$ cat src/rtl/axil_reg_bridge_pkg.sv
// Shared types for the AXI4-Lite to register-port bridge: response codes,
// read/write FSM state encodings and the byte-to-word address shift.
package sys_pkg;

  typedef enum logic [1:0] {
    OKAY   = 2'b00,
    SLVERR = 2'b10
  } axi_resp_t;

  typedef enum logic [1:0] {
    WR_IDLE,
    WR_ISSUE,
    WR_RESP
  } wr_state_t;

  typedef enum logic [1:0] {
    RD_IDLE,
    RD_ISSUE,
    RD_RESP
  } rd_state_t;

  localparam int DEFAULT_DATA_WIDTH = 32;
  localparam int WORD_SHIFT = $clog2(DEFAULT_DATA_WIDTH / 8);

  function automatic int word_shift(input int dataWidth);
    return $clog2(dataWidth / 8);
  endfunction

endpackage

$ cat src/rtl/axil_reg_bridge_if.sv
// AXI4-Lite slave channel bundle; the bridge takes the slave modport and the
// processor side (or a testbench) takes the master modport.
interface axil_reg_bridge_if #(
  parameter int AXI_ADDR_WIDTH = 32,
  parameter int AXI_DATA_WIDTH = 32
);

  logic [AXI_ADDR_WIDTH-1:0]   s_awaddr;
  logic                        s_awvalid;
  logic                        s_awready;

  logic [AXI_DATA_WIDTH-1:0]   s_wdata;
  logic [AXI_DATA_WIDTH/8-1:0] s_wstrb;
  logic                        s_wvalid;
  logic                        s_wready;

  logic [1:0]                  s_bresp;
  logic                        s_bvalid;
  logic                        s_bready;

  logic [AXI_ADDR_WIDTH-1:0]   s_araddr;
  logic                        s_arvalid;
  logic                        s_arready;

  logic [AXI_DATA_WIDTH-1:0]   s_rdata;
  logic [1:0]                  s_rresp;
  logic                        s_rvalid;
  logic                        s_rready;

  modport slave (
    input  s_awaddr, s_awvalid, output s_awready,
    input  s_wdata, s_wstrb, s_wvalid, output s_wready,
    output s_bresp, s_bvalid, input s_bready,
    input  s_araddr, s_arvalid, output s_arready,
    output s_rdata, s_rresp, s_rvalid, input s_rready
  );

  modport master (
    output s_awaddr, s_awvalid, input s_awready,
    output s_wdata, s_wstrb, s_wvalid, input s_wready,
    input  s_bresp, s_bvalid, output s_bready,
    output s_araddr, s_arvalid, input s_arready,
    input  s_rdata, s_rresp, s_rvalid, output s_rready
  );

endinterface

$ cat src/rtl/axil_reg_bridge.sv
// AXI4-Lite slave that turns single-beat reads and writes into one-cycle
// register strobes for the DMA controller, with SLVERR for bad index/strobe.
module axil_reg_bridge
  import sys_pkg::*;
#(
  parameter int AXI_ADDR_WIDTH = 32,
  parameter int AXI_DATA_WIDTH = 32,
  parameter int NUM_REGS       = 16
) (
  input  logic                      clk,
  input  logic                      rstn,
  axil_reg_bridge_if.slave          s_axil,
  output logic                      reg_wr_en,
  output logic [AXI_ADDR_WIDTH-1:0] reg_wr_addr,
  output logic [AXI_DATA_WIDTH-1:0] reg_wr_data,
  output logic                      reg_rd_en,
  output logic [AXI_ADDR_WIDTH-1:0] reg_rd_addr,
  input  logic [AXI_DATA_WIDTH-1:0] reg_rd_data
);

  localparam int SHIFT = word_shift(AXI_DATA_WIDTH);
  localparam int STRBW = AXI_DATA_WIDTH / 8;
  localparam logic [AXI_ADDR_WIDTH-1:0] LAST_IDX = AXI_ADDR_WIDTH'(NUM_REGS);

  wr_state_t                 r_wrState;
  logic                      r_awHeld;
  logic                      r_wHeld;
  logic [AXI_ADDR_WIDTH-1:0] r_awIdx;
  logic [AXI_DATA_WIDTH-1:0] r_wData;
  logic [STRBW-1:0]          r_wStrb;
  logic                      r_wrOk;
  logic                      r_wrEn;
  logic [AXI_ADDR_WIDTH-1:0] r_wrAddr;
  logic [AXI_DATA_WIDTH-1:0] r_wrData;
  logic                      r_bValid;
  axi_resp_t                 r_bResp;

  rd_state_t                 r_rdState;
  logic                      r_rdOk;
  logic                      r_rdEn;
  logic [AXI_ADDR_WIDTH-1:0] r_rdAddr;
  logic                      r_rValid;
  axi_resp_t                 r_rResp;
  logic [AXI_DATA_WIDTH-1:0] r_rData;

  logic                      w_awHs;
  logic                      w_wHs;
  logic                      w_arHs;
  logic [AXI_ADDR_WIDTH-1:0] w_wrIdx;
  logic [AXI_DATA_WIDTH-1:0] w_wrDataSel;
  logic [STRBW-1:0]          w_wrStrbSel;
  logic                      w_wrOk;
  logic                      w_wrGo;
  logic [AXI_ADDR_WIDTH-1:0] w_rdIdx;
  logic                      w_rdOk;

  assign s_axil.s_awready = !r_awHeld;
  assign s_axil.s_wready  = !r_wHeld;
  assign s_axil.s_arready = (r_rdState == RD_IDLE);

  assign w_awHs = s_axil.s_awvalid && !r_awHeld;
  assign w_wHs  = s_axil.s_wvalid && !r_wHeld;
  assign w_arHs = s_axil.s_arvalid && (r_rdState == RD_IDLE);

  // Look through to the bus when a channel handshakes this cycle, so the
  // strobe lands one cycle after the last of AW/W instead of two.
  assign w_wrIdx     = r_awHeld ? r_awIdx : (s_axil.s_awaddr >> SHIFT);
  assign w_wrDataSel = r_wHeld ? r_wData : s_axil.s_wdata;
  assign w_wrStrbSel = r_wHeld ? r_wStrb : s_axil.s_wstrb;
  assign w_wrOk      = (w_wrIdx < LAST_IDX) && (&w_wrStrbSel);
  assign w_wrGo      = (r_wrState == WR_IDLE) && (r_awHeld || w_awHs) && (r_wHeld || w_wHs);

  assign w_rdIdx = s_axil.s_araddr >> SHIFT;
  assign w_rdOk  = (w_rdIdx < LAST_IDX);

  assign s_axil.s_bvalid = r_bValid;
  assign s_axil.s_bresp  = r_bResp;
  assign s_axil.s_rvalid = r_rValid;
  assign s_axil.s_rresp  = r_rResp;
  assign s_axil.s_rdata  = r_rData;

  assign reg_wr_en   = r_wrEn;
  assign reg_wr_addr = r_wrAddr;
  assign reg_wr_data = r_wrData;
  assign reg_rd_en   = r_rdEn;
  assign reg_rd_addr = r_rdAddr;

  // Write path: AW and W are captured independently into holding flags and
  // both flags stay set until the B handshake, which blocks further writes.
  always_ff @(posedge clk or negedge rstn) begin
    if (!rstn) begin
      r_wrState <= WR_IDLE;
      r_awHeld  <= 1'b0;
      r_wHeld   <= 1'b0;
      r_awIdx   <= '0;
      r_wData   <= '0;
      r_wStrb   <= '0;
      r_wrOk    <= 1'b0;
      r_wrEn    <= 1'b0;
      r_wrAddr  <= '0;
      r_wrData  <= '0;
      r_bValid  <= 1'b0;
      r_bResp   <= OKAY;
    end else begin
      r_wrEn <= 1'b0;
      if (w_awHs) begin
        r_awHeld <= 1'b1;
        r_awIdx  <= s_axil.s_awaddr >> SHIFT;
      end
      if (w_wHs) begin
        r_wHeld <= 1'b1;
        r_wData <= s_axil.s_wdata;
        r_wStrb <= s_axil.s_wstrb;
      end
      case (r_wrState)
        WR_IDLE: begin
          if (w_wrGo) begin
            r_wrState <= WR_ISSUE;
            r_wrOk    <= w_wrOk;
            r_wrEn    <= w_wrOk;
            if (w_wrOk) begin
              r_wrAddr <= w_wrIdx;
              r_wrData <= w_wrDataSel;
            end
          end
        end
        WR_ISSUE: begin
          r_bValid  <= 1'b1;
          r_bResp   <= r_wrOk ? OKAY : SLVERR;
          r_wrState <= WR_RESP;
        end
        WR_RESP: begin
          if (s_axil.s_bready) begin
            r_bValid  <= 1'b0;
            r_awHeld  <= 1'b0;
            r_wHeld   <= 1'b0;
            r_wrState <= WR_IDLE;
          end
        end
        default: r_wrState <= WR_IDLE;
      endcase
    end
  end

  // Read path: reg_rd_data is combinational on reg_rd_addr, so it is sampled
  // during the issue cycle and held in s_rdata until the R handshake.
  always_ff @(posedge clk or negedge rstn) begin
    if (!rstn) begin
      r_rdState <= RD_IDLE;
      r_rdOk    <= 1'b0;
      r_rdEn    <= 1'b0;
      r_rdAddr  <= '0;
      r_rValid  <= 1'b0;
      r_rResp   <= OKAY;
      r_rData   <= '0;
    end else begin
      r_rdEn <= 1'b0;
      case (r_rdState)
        RD_IDLE: begin
          if (w_arHs) begin
            r_rdState <= RD_ISSUE;
            r_rdOk    <= w_rdOk;
            r_rdEn    <= w_rdOk;
            if (w_rdOk) begin
              r_rdAddr <= w_rdIdx;
            end
          end
        end
        RD_ISSUE: begin
          r_rValid  <= 1'b1;
          r_rResp   <= r_rdOk ? OKAY : SLVERR;
          r_rData   <= r_rdOk ? reg_rd_data : '0;
          r_rdState <= RD_RESP;
        end
        RD_RESP: begin
          if (s_axil.s_rready) begin
            r_rValid  <= 1'b0;
            r_rdState <= RD_IDLE;
          end
        end
        default: r_rdState <= RD_IDLE;
      endcase
    end
  end

endmodule

$ cat src/flat_wrapper.sv
// flat-port wrapper written by rule: the top's interface ports become plain ports
module axil_reg_bridge_flat import sys_pkg::*;
#(
  parameter int AXI_ADDR_WIDTH = 32,
  parameter int AXI_DATA_WIDTH = 32,
  parameter int NUM_REGS       = 16
)
  (clk, rstn, reg_wr_en, reg_wr_addr, reg_wr_data, reg_rd_en, reg_rd_addr, reg_rd_data, s_axil_s_awaddr, s_axil_s_awvalid, s_axil_s_awready, s_axil_s_wdata, s_axil_s_wstrb, s_axil_s_wvalid, s_axil_s_wready, s_axil_s_bresp, s_axil_s_bvalid, s_axil_s_bready, s_axil_s_araddr, s_axil_s_arvalid, s_axil_s_arready, s_axil_s_rdata, s_axil_s_rresp, s_axil_s_rvalid, s_axil_s_rready);
  axil_reg_bridge_if #(.AXI_ADDR_WIDTH(AXI_ADDR_WIDTH), .AXI_DATA_WIDTH(AXI_DATA_WIDTH)) s_axil_i ();
  input  logic clk;
  input  logic rstn;
  output logic reg_wr_en;
  output logic [AXI_ADDR_WIDTH-1:0] reg_wr_addr;
  output logic [AXI_DATA_WIDTH-1:0] reg_wr_data;
  output logic reg_rd_en;
  output logic [AXI_ADDR_WIDTH-1:0] reg_rd_addr;
  input  logic [AXI_DATA_WIDTH-1:0] reg_rd_data;
  input wire logic [$bits(s_axil_i.s_awaddr)-1:0] s_axil_s_awaddr;
  input wire logic [$bits(s_axil_i.s_awvalid)-1:0] s_axil_s_awvalid;
  output wire logic [$bits(s_axil_i.s_awready)-1:0] s_axil_s_awready;
  input wire logic [$bits(s_axil_i.s_wdata)-1:0] s_axil_s_wdata;
  input wire logic [$bits(s_axil_i.s_wstrb)-1:0] s_axil_s_wstrb;
  input wire logic [$bits(s_axil_i.s_wvalid)-1:0] s_axil_s_wvalid;
  output wire logic [$bits(s_axil_i.s_wready)-1:0] s_axil_s_wready;
  output wire logic [$bits(s_axil_i.s_bresp)-1:0] s_axil_s_bresp;
  output wire logic [$bits(s_axil_i.s_bvalid)-1:0] s_axil_s_bvalid;
  input wire logic [$bits(s_axil_i.s_bready)-1:0] s_axil_s_bready;
  input wire logic [$bits(s_axil_i.s_araddr)-1:0] s_axil_s_araddr;
  input wire logic [$bits(s_axil_i.s_arvalid)-1:0] s_axil_s_arvalid;
  output wire logic [$bits(s_axil_i.s_arready)-1:0] s_axil_s_arready;
  output wire logic [$bits(s_axil_i.s_rdata)-1:0] s_axil_s_rdata;
  output wire logic [$bits(s_axil_i.s_rresp)-1:0] s_axil_s_rresp;
  output wire logic [$bits(s_axil_i.s_rvalid)-1:0] s_axil_s_rvalid;
  input wire logic [$bits(s_axil_i.s_rready)-1:0] s_axil_s_rready;
  assign s_axil_i.s_awaddr = s_axil_s_awaddr;
  assign s_axil_i.s_awvalid = s_axil_s_awvalid;
  assign s_axil_s_awready = s_axil_i.s_awready;
  assign s_axil_i.s_wdata = s_axil_s_wdata;
  assign s_axil_i.s_wstrb = s_axil_s_wstrb;
  assign s_axil_i.s_wvalid = s_axil_s_wvalid;
  assign s_axil_s_wready = s_axil_i.s_wready;
  assign s_axil_s_bresp = s_axil_i.s_bresp;
  assign s_axil_s_bvalid = s_axil_i.s_bvalid;
  assign s_axil_i.s_bready = s_axil_s_bready;
  assign s_axil_i.s_araddr = s_axil_s_araddr;
  assign s_axil_i.s_arvalid = s_axil_s_arvalid;
  assign s_axil_s_arready = s_axil_i.s_arready;
  assign s_axil_s_rdata = s_axil_i.s_rdata;
  assign s_axil_s_rresp = s_axil_i.s_rresp;
  assign s_axil_s_rvalid = s_axil_i.s_rvalid;
  assign s_axil_i.s_rready = s_axil_s_rready;
  axil_reg_bridge #(.AXI_ADDR_WIDTH(AXI_ADDR_WIDTH), .AXI_DATA_WIDTH(AXI_DATA_WIDTH), .NUM_REGS(NUM_REGS)) u_core (.clk(clk), .rstn(rstn), .s_axil(s_axil_i), .reg_wr_en(reg_wr_en), .reg_wr_addr(reg_wr_addr), .reg_wr_data(reg_wr_data), .reg_rd_en(reg_rd_en), .reg_rd_addr(reg_rd_addr), .reg_rd_data(reg_rd_data));
endmodule
$ cat config.mk
export PLATFORM = sky130hd
export DESIGN_NAME = axil_reg_bridge_flat
export DESIGN_NICKNAME = d
export VERILOG_FILES = /design/src/rtl/axil_reg_bridge_pkg.sv /design/src/rtl/axil_reg_bridge_if.sv /design/src/rtl/axil_reg_bridge.sv /design/src/flat_wrapper.sv
export SDC_FILE = /design/constraint.sdc
export NUM_CORES = 1
export LEC_CHECK = 0
export CORE_UTILIZATION = 46
export CTS_CLUSTER_DIAMETER = 150
export DETAILED_ROUTE_END_ITERATION = 6
export GPL_ROUTABILITY_DRIVEN = 0
export GPL_TIMING_DRIVEN = 0
export PLACE_DENSITY_LB_ADDON = 0.1
export SLEW_MARGIN = 5
export SYNTH_ARGS = -nofsm -noshare
export SYNTH_HDL_FRONTEND = slang
export SYNTH_SLANG_ARGS = --single-unit
$ cat constraint.sdc
create_clock -name clk -period 2.9 [get_ports clk]
set_clock_uncertainty 0.2 [all_clocks]
set_input_delay 0.435 -clock clk [delete_from_list [all_inputs] [get_ports clk]]
set_output_delay 0.435 -clock clk [all_outputs]
set_load 0.005 [all_outputs]
==> run summary, run 1 <==
outcome = finished clean
first-pass GRT wire length = 31500 µm
Setup Fix Bufs, Post-CTS = 0
Buf+Inv Stages, Crit Path = 2
min-delay worst type = flip-flop to flip-flop
Root Driver = clkbuf_16
layout net count = 1043
antenna-violating nets left = 0
Setup crit start kind = flip-flop
Hold Slack = 0.269 ns
peak supply drop = 0.000410 V
Worst Hold Depth = 1
Worst Setup End Kind = flip-flop
Synth top area share = 62.5%
CP delay by family, top = simple AND/OR/NAND/NOR gates
Synth cell types = 29
I/O pin count = 278
Clock Latency Late Sink = 0.49 ns
Worst Reg2Reg Path Length in Cells = 7
DRC viols = 0
Worst path slowest cell = dfrtp_1
FF+latch count, synth = 204
worst path arrival time = 2.74 ns
commonest cells after routing, fill and taps aside = clkdlybuf4s50_1 (266), dfrtp_1 (204), mux2_2 (110)
Non-Filler Instances = 1140
initial antenna violation count = 0
multi-input logic area = 2870 µm²
YS warnings = 0
hpwl dp = 14400 µm
Slew HR = 53.9%
Die Span X = 135 µm
layout cells sized above 1 = 21.1%
grt total ovfl = 0
Pwr Density = 694 nW/µm²
max-slew violations = 0
Hold Vio Cnt, Final = 0
via count = 5723
Critical Path Stages = 7
vias per cell = 5.02
unrepaired setup endpoints after global routing = false
Area Overhead vs Synth = 45.3%
CTS clk-pin slew, worst paths = 0.05 ns
max-cap violations = 0
Cells after Synth = 606
maximum clock insertion buffer count = 3
Slew @ Worst Pin = 0.692 ns
site row count = 48
Initial Util = 47.2%
largest net degree at the start of global routing = 114
Worst EP required = 3.07 ns
Iteration-0 DRC Markers = 182
worst setup margin = 0.334 ns
CP peak stage delay = 0.39 ns
CP Cell Sequence = buf_4 > nor4_1 > nand4_1 > a221oi_2 > nand4_4 > buf_6 > mux2_4
Post-CTS Resized = 0
Setup Viol. Count Final = 0
Avg Inst Size Synth = 13.5 µm²
dpl cells = 1104
leakage power = 0.00531 µW
Final TNS setup = 0 ns
CTS Buf Count = 22
largest fanout on the critical path = 10
core area = 17300 µm²
vias in the first global route = 6249
proportion of synthesized chip area in sequential cells = 62.5%
setup slack at placement = -0.183 ns
synth top area cells = dfrtp_1 (62%), mux2_2 (15%), mux2_4 (5.9%)
clock sinks = 204
Final min period = 2.57 ns
WL/cell = 17.4 µm
cts hold-fix bufs = 1
htree depth = 1
1st-pass router iterations = 4
Die Ht = 135 µm
GRT Total Usage = 22.1%
register area = 5100 µm²
maximum achievable frequency = 0.390 GHz
WL final = 19800 µm
fillers = 1254
die area = 18300 µm²
Final Cycle Share = 88.5%
CTS tree = done
crit path kind = flip-flop to flip-flop
n_diodes = 0
synthesized area = 8170 µm²
Synth area leader = dfrtp_1
commonest non-fill, non-tap cell in the layout = clkdlybuf4s50_1
IO Port Bufs = 267
## final cells by class
| type | count | share of cell area, % |
|---|---|---|
| buffer | 37 | 1.59 |
| clock buffer | 32 | 5.64 |
| clock inverter | 3 | 0.126 |
| inverter | 7 | 0.221 |
| multi-input combinational | 363 | 24.2 |
| sequential | 204 | 43.0 |
| tap | 225 | 2.37 |
| timing repair buffer | 269 | 22.9 |
## metrics by stage
| stage | instance area, µm² | power (µW) | utilization, % |
|---|---|---|---|
| after floorplan | 8190 | 4910 | - |
| after global placement | 11100 | 5510 | 64.4 |
| after detailed placement | 11200 | 5670 | 64.6 |
| after CTS | 11900 | 8350 | 68.6 |
| after global routing | 11900 | 8650 | 68.6 |
| final | 11900 | 8240 | 68.6 |
## logic make-up after synthesis
group	Yosys count	synth area share, %
AOI/OAI and AO/OA	45	3.09
other	1	0.0459
and+or+nand+nor	170	10.7
buffers and inverters	44	2.63
DFF	204	62.5
muxes	142	21.0
## sequential cells by signal, summed over array words and instances, names as in the netlist, 2 cells and up
name,flops
u_core.r_awIdx,30
u_core.r_wStrb,4
u_core.r_rdState,2
u_core.reg_wr_addr,30
u_core.s_axil.s_rdata,32
u_core.reg_wr_data,32
u_core.reg_rd_addr,30
u_core.r_wData,32
u_core.r_wrState,2
## Yosys cell counts
cell        n
dfrtp_1   204
mux2_2    110
nand2_1    73
o21ai_0    38
mux2_4     32
and2_1     27
clkbuf_1   26
nor2b_1    26
nor2_1     14
nor4_1     12
buf_4       7
inv_1       6
nand4_1     5
buf_6       3
nand2b_1    3
or4_1       3
a21oi_1     2
nand3_1     2
nor3_1      2
o22ai_1     2
a221oi_2    1
buf_2       1
conb_1      1
inv_2       1
nand4_4     1
nor4_2      1
nor4b_2     1
o22a_1      1
o41ai_2     1
## path summary, 6_finish.rpt
check | from | end | slack (ns)
setup / recovery | u_core.r_awHeld$_DFF_PN0_ | u_core.reg_wr_data[2]$_DFFE_PN0P_ | 0.33
hold / removal | u_core.r_wrOk$_DFFE_PN0P_ | u_core.s_axil.s_bresp[1]$_DFFE_PN0P_ | 0.27
setup reg to reg | u_core.r_awHeld$_DFF_PN0_ | u_core.reg_wr_data[2]$_DFFE_PN0P_ | 0.33
hold reg to reg | u_core.r_wrOk$_DFFE_PN0P_ | u_core.s_axil.s_bresp[1]$_DFFE_PN0P_ | 0.27
max in group asynchronous | rstn | u_core.reg_wr_addr[9]$_DFFE_PN0P_ | 1.17
min in group asynchronous | rstn | u_core.r_awIdx[20]$_DFFE_PN0P_ | 0.33
## routing by layer
| metal | GRT usage [%] | up-vias | wire length, µm |
|---|---|---|---|
| met2 | 37.1 | 209 | 9640 |
| met3 | 6.73 | 54 | 1590 |
| li1 | - | 2643 | - |
| met4 | 10.1 | 0 | 936 |
| met5 | 0 | - | 0 |
| met1 | 26.1 | 2817 | 7670 |
## power breakdown
group | internal (µW) | total (µW) | switching, µW
registers | 3410 | 3700 | 293
logic | 1130 | 1900 | 764
clock network | 1580 | 2640 | 1060
Power figures use the tool's default switching activity.
==> inputs of run 2 (changes only) <==
- SLEW_MARGIN: 5 -> 20
==> run 2 against run 1 <==
  * Die area is the same
  * Design area increased by 0.44%
  * Critical path depth decreased by 1
  * Largest power group unchanged
  * Via count rose by 0.59%
  * Sequential share of layout area is 0.19 points lower
  * Critical path type is now input port to flip-flop
  * Worst hold slack got worse by 0.092 ns
  * Global-route usage barely moved
  * Highest routed layer unchanged
  * Count of clock-buffer cells in the layout is 1 higher
  * First-iteration DRC count decreased by 17%
  * Utilization rose by 0.30 points
  * Maximum frequency decreased by 2.4%
==> run summary, run 2 (synthesis results as in run 1) <==
site row count = 48 (unchanged)
layout net count = 1045 (+0.19%)
layout cells sized above 1 = 21.4% (+0.26 points)
Die Span X = 135 µm (unchanged)
Clk pwr share = 32.5% (+0.4 points)
CTS clk-pin slew, worst paths = 0.06 ns (about the same)
Sw Pwr = 2130 µW (+0.71%)
Initial Util = 47.2% (unchanged)
vias in the first global route = 6364 (+1.8%)
maximum achievable frequency = 0.381 GHz (-2.4%)
leakage power = 0.00533 µW (+0.39%)
initial antenna violation count = 0 (unchanged)
die area = 18300 µm² (unchanged)
antenna-violating nets left = 0 (unchanged)
maximum clock insertion buffer count = 3 (unchanged)
Slew HR = 56.5% (+2.6 points)
max-cap violations = 0 (unchanged)
min-delay worst type = input port to asynchronous set/reset pin
r2r setup slk = 0.31 ns (-0.02 ns)
outcome = finished clean
commonest non-fill, non-tap cell in the layout = clkdlybuf4s50_1
grt total ovfl = 0 (unchanged)
1st-pass router iterations = 5 (+1)
first-pass GRT wire length = 31800 µm (+0.99%)
Worst Setup End Kind = flip-flop
Clock Latency Late Sink = 0.50 ns (about the same)
IO Port Bufs = 267 (unchanged)
Logic pwr share = 22.9% (about the same)
htree depth = 1 (unchanged)
Design Power = 8300 µW (+0.72%)
core area = 17300 µm² (unchanged)
unrepaired setup endpoints after global routing = false
n_diodes = 0 (unchanged)
Setup Fix Bufs, Post-CTS = 0 (unchanged)
Die Ht = 135 µm (unchanged)
Area Overhead vs Synth = 45.9%
Seq pwr share = 44.6% (-0.3 points)
largest net degree at the start of global routing = 92 (-19%)
Sw Share = 25.7% (about the same)
crit path kind = input port to flip-flop
Slew @ Worst Pin = 0.652 ns (-0.0393 ns)
setup slack at placement = -0.206 ns (-0.0222 ns)
Util after Layout = 68.9% (+0.30 points)
worst setup margin = 0.272 ns (-0.0621 ns)
CTS tree = done
Setup crit start kind = input port
Iteration-0 DRC Markers = 151 (-17%)
I/O pin count = 278 (unchanged)
CTS Buf Count = 23 (+4.5%)
Hold Vio Cnt, Final = 0 (unchanged)
fillers = 1271 (+1.4%)
hpwl dp = 14400 µm (about the same)
worst path arrival time = 2.80 ns (+0.06 ns)
largest fanout on the critical path = 10 (unchanged)
Post-CTS Resized = 0 (unchanged)
Pwr Density = 696 nW/µm² (+0.28%)
vias per cell = 5.04 (+0.33%)
max-slew violations = 0 (unchanged)
peak supply drop = 0.000413 V (+0.61%)
WL final = 19900 µm (+0.15%)
DRC viols = 0 (unchanged)
Final Cycle Share = 90.6% (+2.1 points)
Int Power = 6160 µW (+0.73%)
clock sinks = 204 (unchanged)
via count = 5757 (+0.59%)
WL/cell = 17.4 µm (-0.12%)
Setup Viol. Count Final = 0 (unchanged)
Final min period = 2.63 ns (+0.0621 ns)
Hold Slack = 0.177 ns (-0.0916 ns)
commonest cells after routing, fill and taps aside = clkdlybuf4s50_1 (266), dfrtp_1 (204), mux2_2 (110)
cts hold-fix bufs = 1 (unchanged)
Root Driver = clkbuf_16
GRT Total Usage = 22.1% (about the same)
Worst EP required = 3.07 ns (about the same)
==> run 2: cell count changes in the layout (fill, tap and decap cells not counted), sizes merged <==
cell / delta
clkbuf: +1
clkinvlp: +1
buf: +1
clkinv: -1
inv: +1
==> run 2: metal layers <==
layer  up-vias  track usage (%)  share of wire [%]
met5         -                0                  0
met4         0             8.74                3.4
met3        49             6.88                8.5
met2       220             37.4                 49
met1      2841             26.3                 39
li1       2647                -                  -
==> run 2: cell type report <==
| cell class | count | area [µm²] | area share (%) |
|---|---|---|---|
| tap | 225 | 282 | 2.36 |
| clock buffer | 33 | 683 | 5.73 |
| clock inverter | 4 | 26.3 | 0.220 |
| inverter | 7 | 26.3 | 0.220 |
| timing repair buffer | 270 | 2740 | 23.0 |
| sequential | 204 | 5100 | 42.8 |
| multi-input combinational | 363 | 2870 | 24.1 |
| buffer | 37 | 189 | 1.58 |
==> run 2: path summary, 6_finish.rpt <==
path	cells past startpoint	from	end
worst min register to register	1	u_core.r_wrOk$_DFFE_PN0P_	u_core.s_axil.s_bresp[1]$_DFFE_PN0P_
worst max-delay path	6	s_axil_s_awaddr[8]	u_core.reg_wr_data[24]$_DFFE_PN0P_
worst max register to register	7	u_core.r_awHeld$_DFF_PN0_	u_core.reg_wr_data[24]$_DFFE_PN0P_
max in group asynchronous	3	rstn	u_core.reg_wr_addr[5]$_DFFE_PN0P_
min in group clk	1	u_core.r_wrOk$_DFFE_PN0P_	u_core.s_axil.s_bresp[1]$_DFFE_PN0P_
worst min-delay path	2	rstn	u_core.r_awIdx[7]$_DFFE_PN0P_
==> run 2: power by group through the flow <==
stage | sequential, µW | combinational (µW) | clock (µW)
floorplan | 3660 | 1250 | 0
global placement | 3690 | 1810 | 0
detailed placement | 3740 | 1920 | 0
CTS | 3700 | 1930 | 2770
global route | 3770 | 2070 | 2890
finish | 3700 | 1900 | 2700
==> run 2: metrics by stage <==
step | setup TNS [ns] | area, µm² | cells
global route | 0 | 11900 | 1143
global placement | -1386.83 | 11100 | 1103
finish | 0 | 11900 | 1143
detailed placement | -7.99 | 11200 | 1105
CTS | 0 | 11900 | 1143
floorplan | 0 | 8190 | 611
==> run 2: worst max-delay path: stages <==
cell and delay, ns:
clkdlybuf4s50_1 0.44, or4_1 0.56, o41ai_2 0.41, nand4_4 0.35
buf_2 0.30, mux2_4 0.30
==> inputs of run 3 (changes only) <==
- GPL_ROUTABILITY_DRIVEN: 0 -> not set
- REMOVE_ABC_BUFFERS: not set -> 1
==> run 3 against run 2 <==
  * Count of clock-buffer cells in the layout grew 1
  * Design area grew 0.38%
  * Utilization grew 0.26 points
  * Largest power group unchanged
  * Critical path type is now flip-flop to flip-flop
==> run summary, run 3 (synthesis results as in run 1) <==
core area = 17300 µm² (unchanged)
Initial Util = 47.2% (unchanged)
vias per cell = 5.05 (+0.19%)
peak supply drop = 0.000470 V (+14%)
Final TNS setup = 0 ns (unchanged)
vias in the first global route = 6101 (-4.1%)
htree depth = 1 (unchanged)
Worst Setup End Kind = flip-flop
DRC viols = 0 (unchanged)
commonest non-fill, non-tap cell in the layout = clkdlybuf4s50_1
hpwl dp = 13900 µm (-3.6%)
first-pass GRT wire length = 32100 µm (+0.91%)
commonest cells after routing, fill and taps aside = clkdlybuf4s50_1 (266), dfrtp_1 (202), mux2_2 (110)
WL/cell = 18.3 µm (+5.5%)
maximum achievable frequency = 0.362 GHz (-4.9%)
site row count = 48 (unchanged)
largest net degree at the start of global routing = 98 (+6.5%)
GRT Total Usage = 22.7% (+0.59 points)
Die Ht = 135 µm (unchanged)
Area Overhead vs Synth = 46.5%
r2r setup slk = 0.14 ns (-0.17 ns)
outcome = finished clean
grt total ovfl = 0 (unchanged)
min-delay worst type = input port to asynchronous set/reset pin
fillers = 1212 (-4.6%)
maximum clock insertion buffer count = 3 (unchanged)
1st-pass router iterations = 4 (-1)
die area = 18300 µm² (unchanged)
Setup crit start kind = flip-flop
Pwr Density = 708 nW/µm² (+1.7%)
layout net count = 1016 (-2.8%)
CTS Buf Count = 22 (-4.3%)
WL final = 20500 µm (+3.3%)
unrepaired setup endpoints after global routing = false
Hold Vio Cnt, Final = 0 (unchanged)
largest fanout on the critical path = 12 (+2)
multi-input logic area = 2960 µm² (+3.1%)
Clock Latency Late Sink = 0.49 ns (about the same)
layout cells sized above 1 = 22.6% (+1.3 points)
register area = 5110 µm² (about the same)
antenna-violating nets left = 0 (unchanged)
Routability Congestion = 0.795
max-cap violations = 0 (unchanged)
Hold Slack = 0.260 ns (+0.0824 ns)
Setup Viol. Count Final = 0 (unchanged)
CTS tree = done
Die Span X = 135 µm (unchanged)
clock sinks = 204 (unchanged)
leakage power = 0.00538 µW (+0.81%)
I/O pin count = 278 (unchanged)
Worst EP required = 3.08 ns (about the same)
crit path kind = flip-flop to flip-flop
Slew HR = 28.5% (-28 points)
CTS clk-pin slew, worst paths = 0.06 ns (about the same)
via count = 5647 (-1.9%)
worst path arrival time = 2.94 ns (+0.14 ns)
initial antenna violation count = 2 (+2)
Iteration-0 DRC Markers = 215 (+42%)
Final Cycle Share = 95.3% (+4.7 points)
Root Driver = clkbuf_16
Final min period = 2.76 ns (+0.135 ns)
IO Port Bufs = 267 (unchanged)
Slew @ Worst Pin = 1.07 ns (+0.420 ns)
max-slew violations = 0 (unchanged)
run 3: report_power, final:
part	total [µW]	internal, µW	leakage (µW)	switching (µW)
Combinational	1900	1170	0.00234	734
Clock	2800	1710	0.000368	1090
Sequential	3770	3410	0.00267	358
Total	8470	6280	0.00538	2180
run 3: metrics by stage:
step / power, µW / setup WS, ns / instance area, µm² / util (%) / std cells
CTS: 8560 / 0.126 / 12000 / 69.2 / 1117
detailed placement: 5640 / -0.540 / 11100 / 64.3 / 1073
floorplan: 4860 / -0.300 / 8000 / - / 574
global route: 8880 / 0.0683 / 12000 / 69.2 / 1119
global placement: 5450 / -6.88 / 11000 / 63.3 / 1066
finish: 8470 / 0.137 / 12000 / 69.2 / 1119
run 3: final timing paths:
kind	start	to	depth (start not counted)
worst min-delay path	rstn	u_core.r_awIdx[23]$_DFFE_PN0P_	2
worst max register to register	u_core.r_awHeld$_DFF_PN0_	u_core.reg_wr_data[28]$_DFFE_PN0P_	6
max in group asynchronous	rstn	u_core.reg_rd_addr[12]$_DFFE_PN0P_	4
worst min register to register	u_core.r_wrOk$_DFFE_PN0P_	u_core.s_axil.s_bresp[1]$_DFFE_PN0P_	1
worst max-delay path	u_core.r_awHeld$_DFF_PN0_	u_core.reg_wr_data[28]$_DFFE_PN0P_	6
min in group clk	u_core.r_wrOk$_DFFE_PN0P_	u_core.s_axil.s_bresp[1]$_DFFE_PN0P_	1
run 3: final cells by class:
type                       instances  share of cell area, %
inverter                           7                  0.220
multi-input combinational        365                   24.7
clock buffer                      34                   5.74
sequential                       204                   42.7
antenna                            2                 0.0418
clock inverter                     5                  0.418
tap                              225                   2.35
timing repair buffer             277                   23.8
run 3: layer usage:
layer | track usage, % | wire length, µm
met5 | 0 | 0
met4 | 8.80 | 593
met3 | 6.25 | 1530
met2 | 39.7 | 10500
met1 | 26.4 | 7930
run 3: timing repair:
item	CTS	global route
buffers inserted	2	0
hold buffers	1	0
endpoints found under the hold margin	51	0
resized for setup	7	0
endpoints found under the setup margin	62	0
run 3: critical path: stages, from the launching register on:
cell,delay (ns)
dfrtp_2,0.52
nor4_1,0.35
nand4_1,0.22
a221oi_4,0.40
buf_4,0.22
nand4_2,0.33
mux2_2,0.41
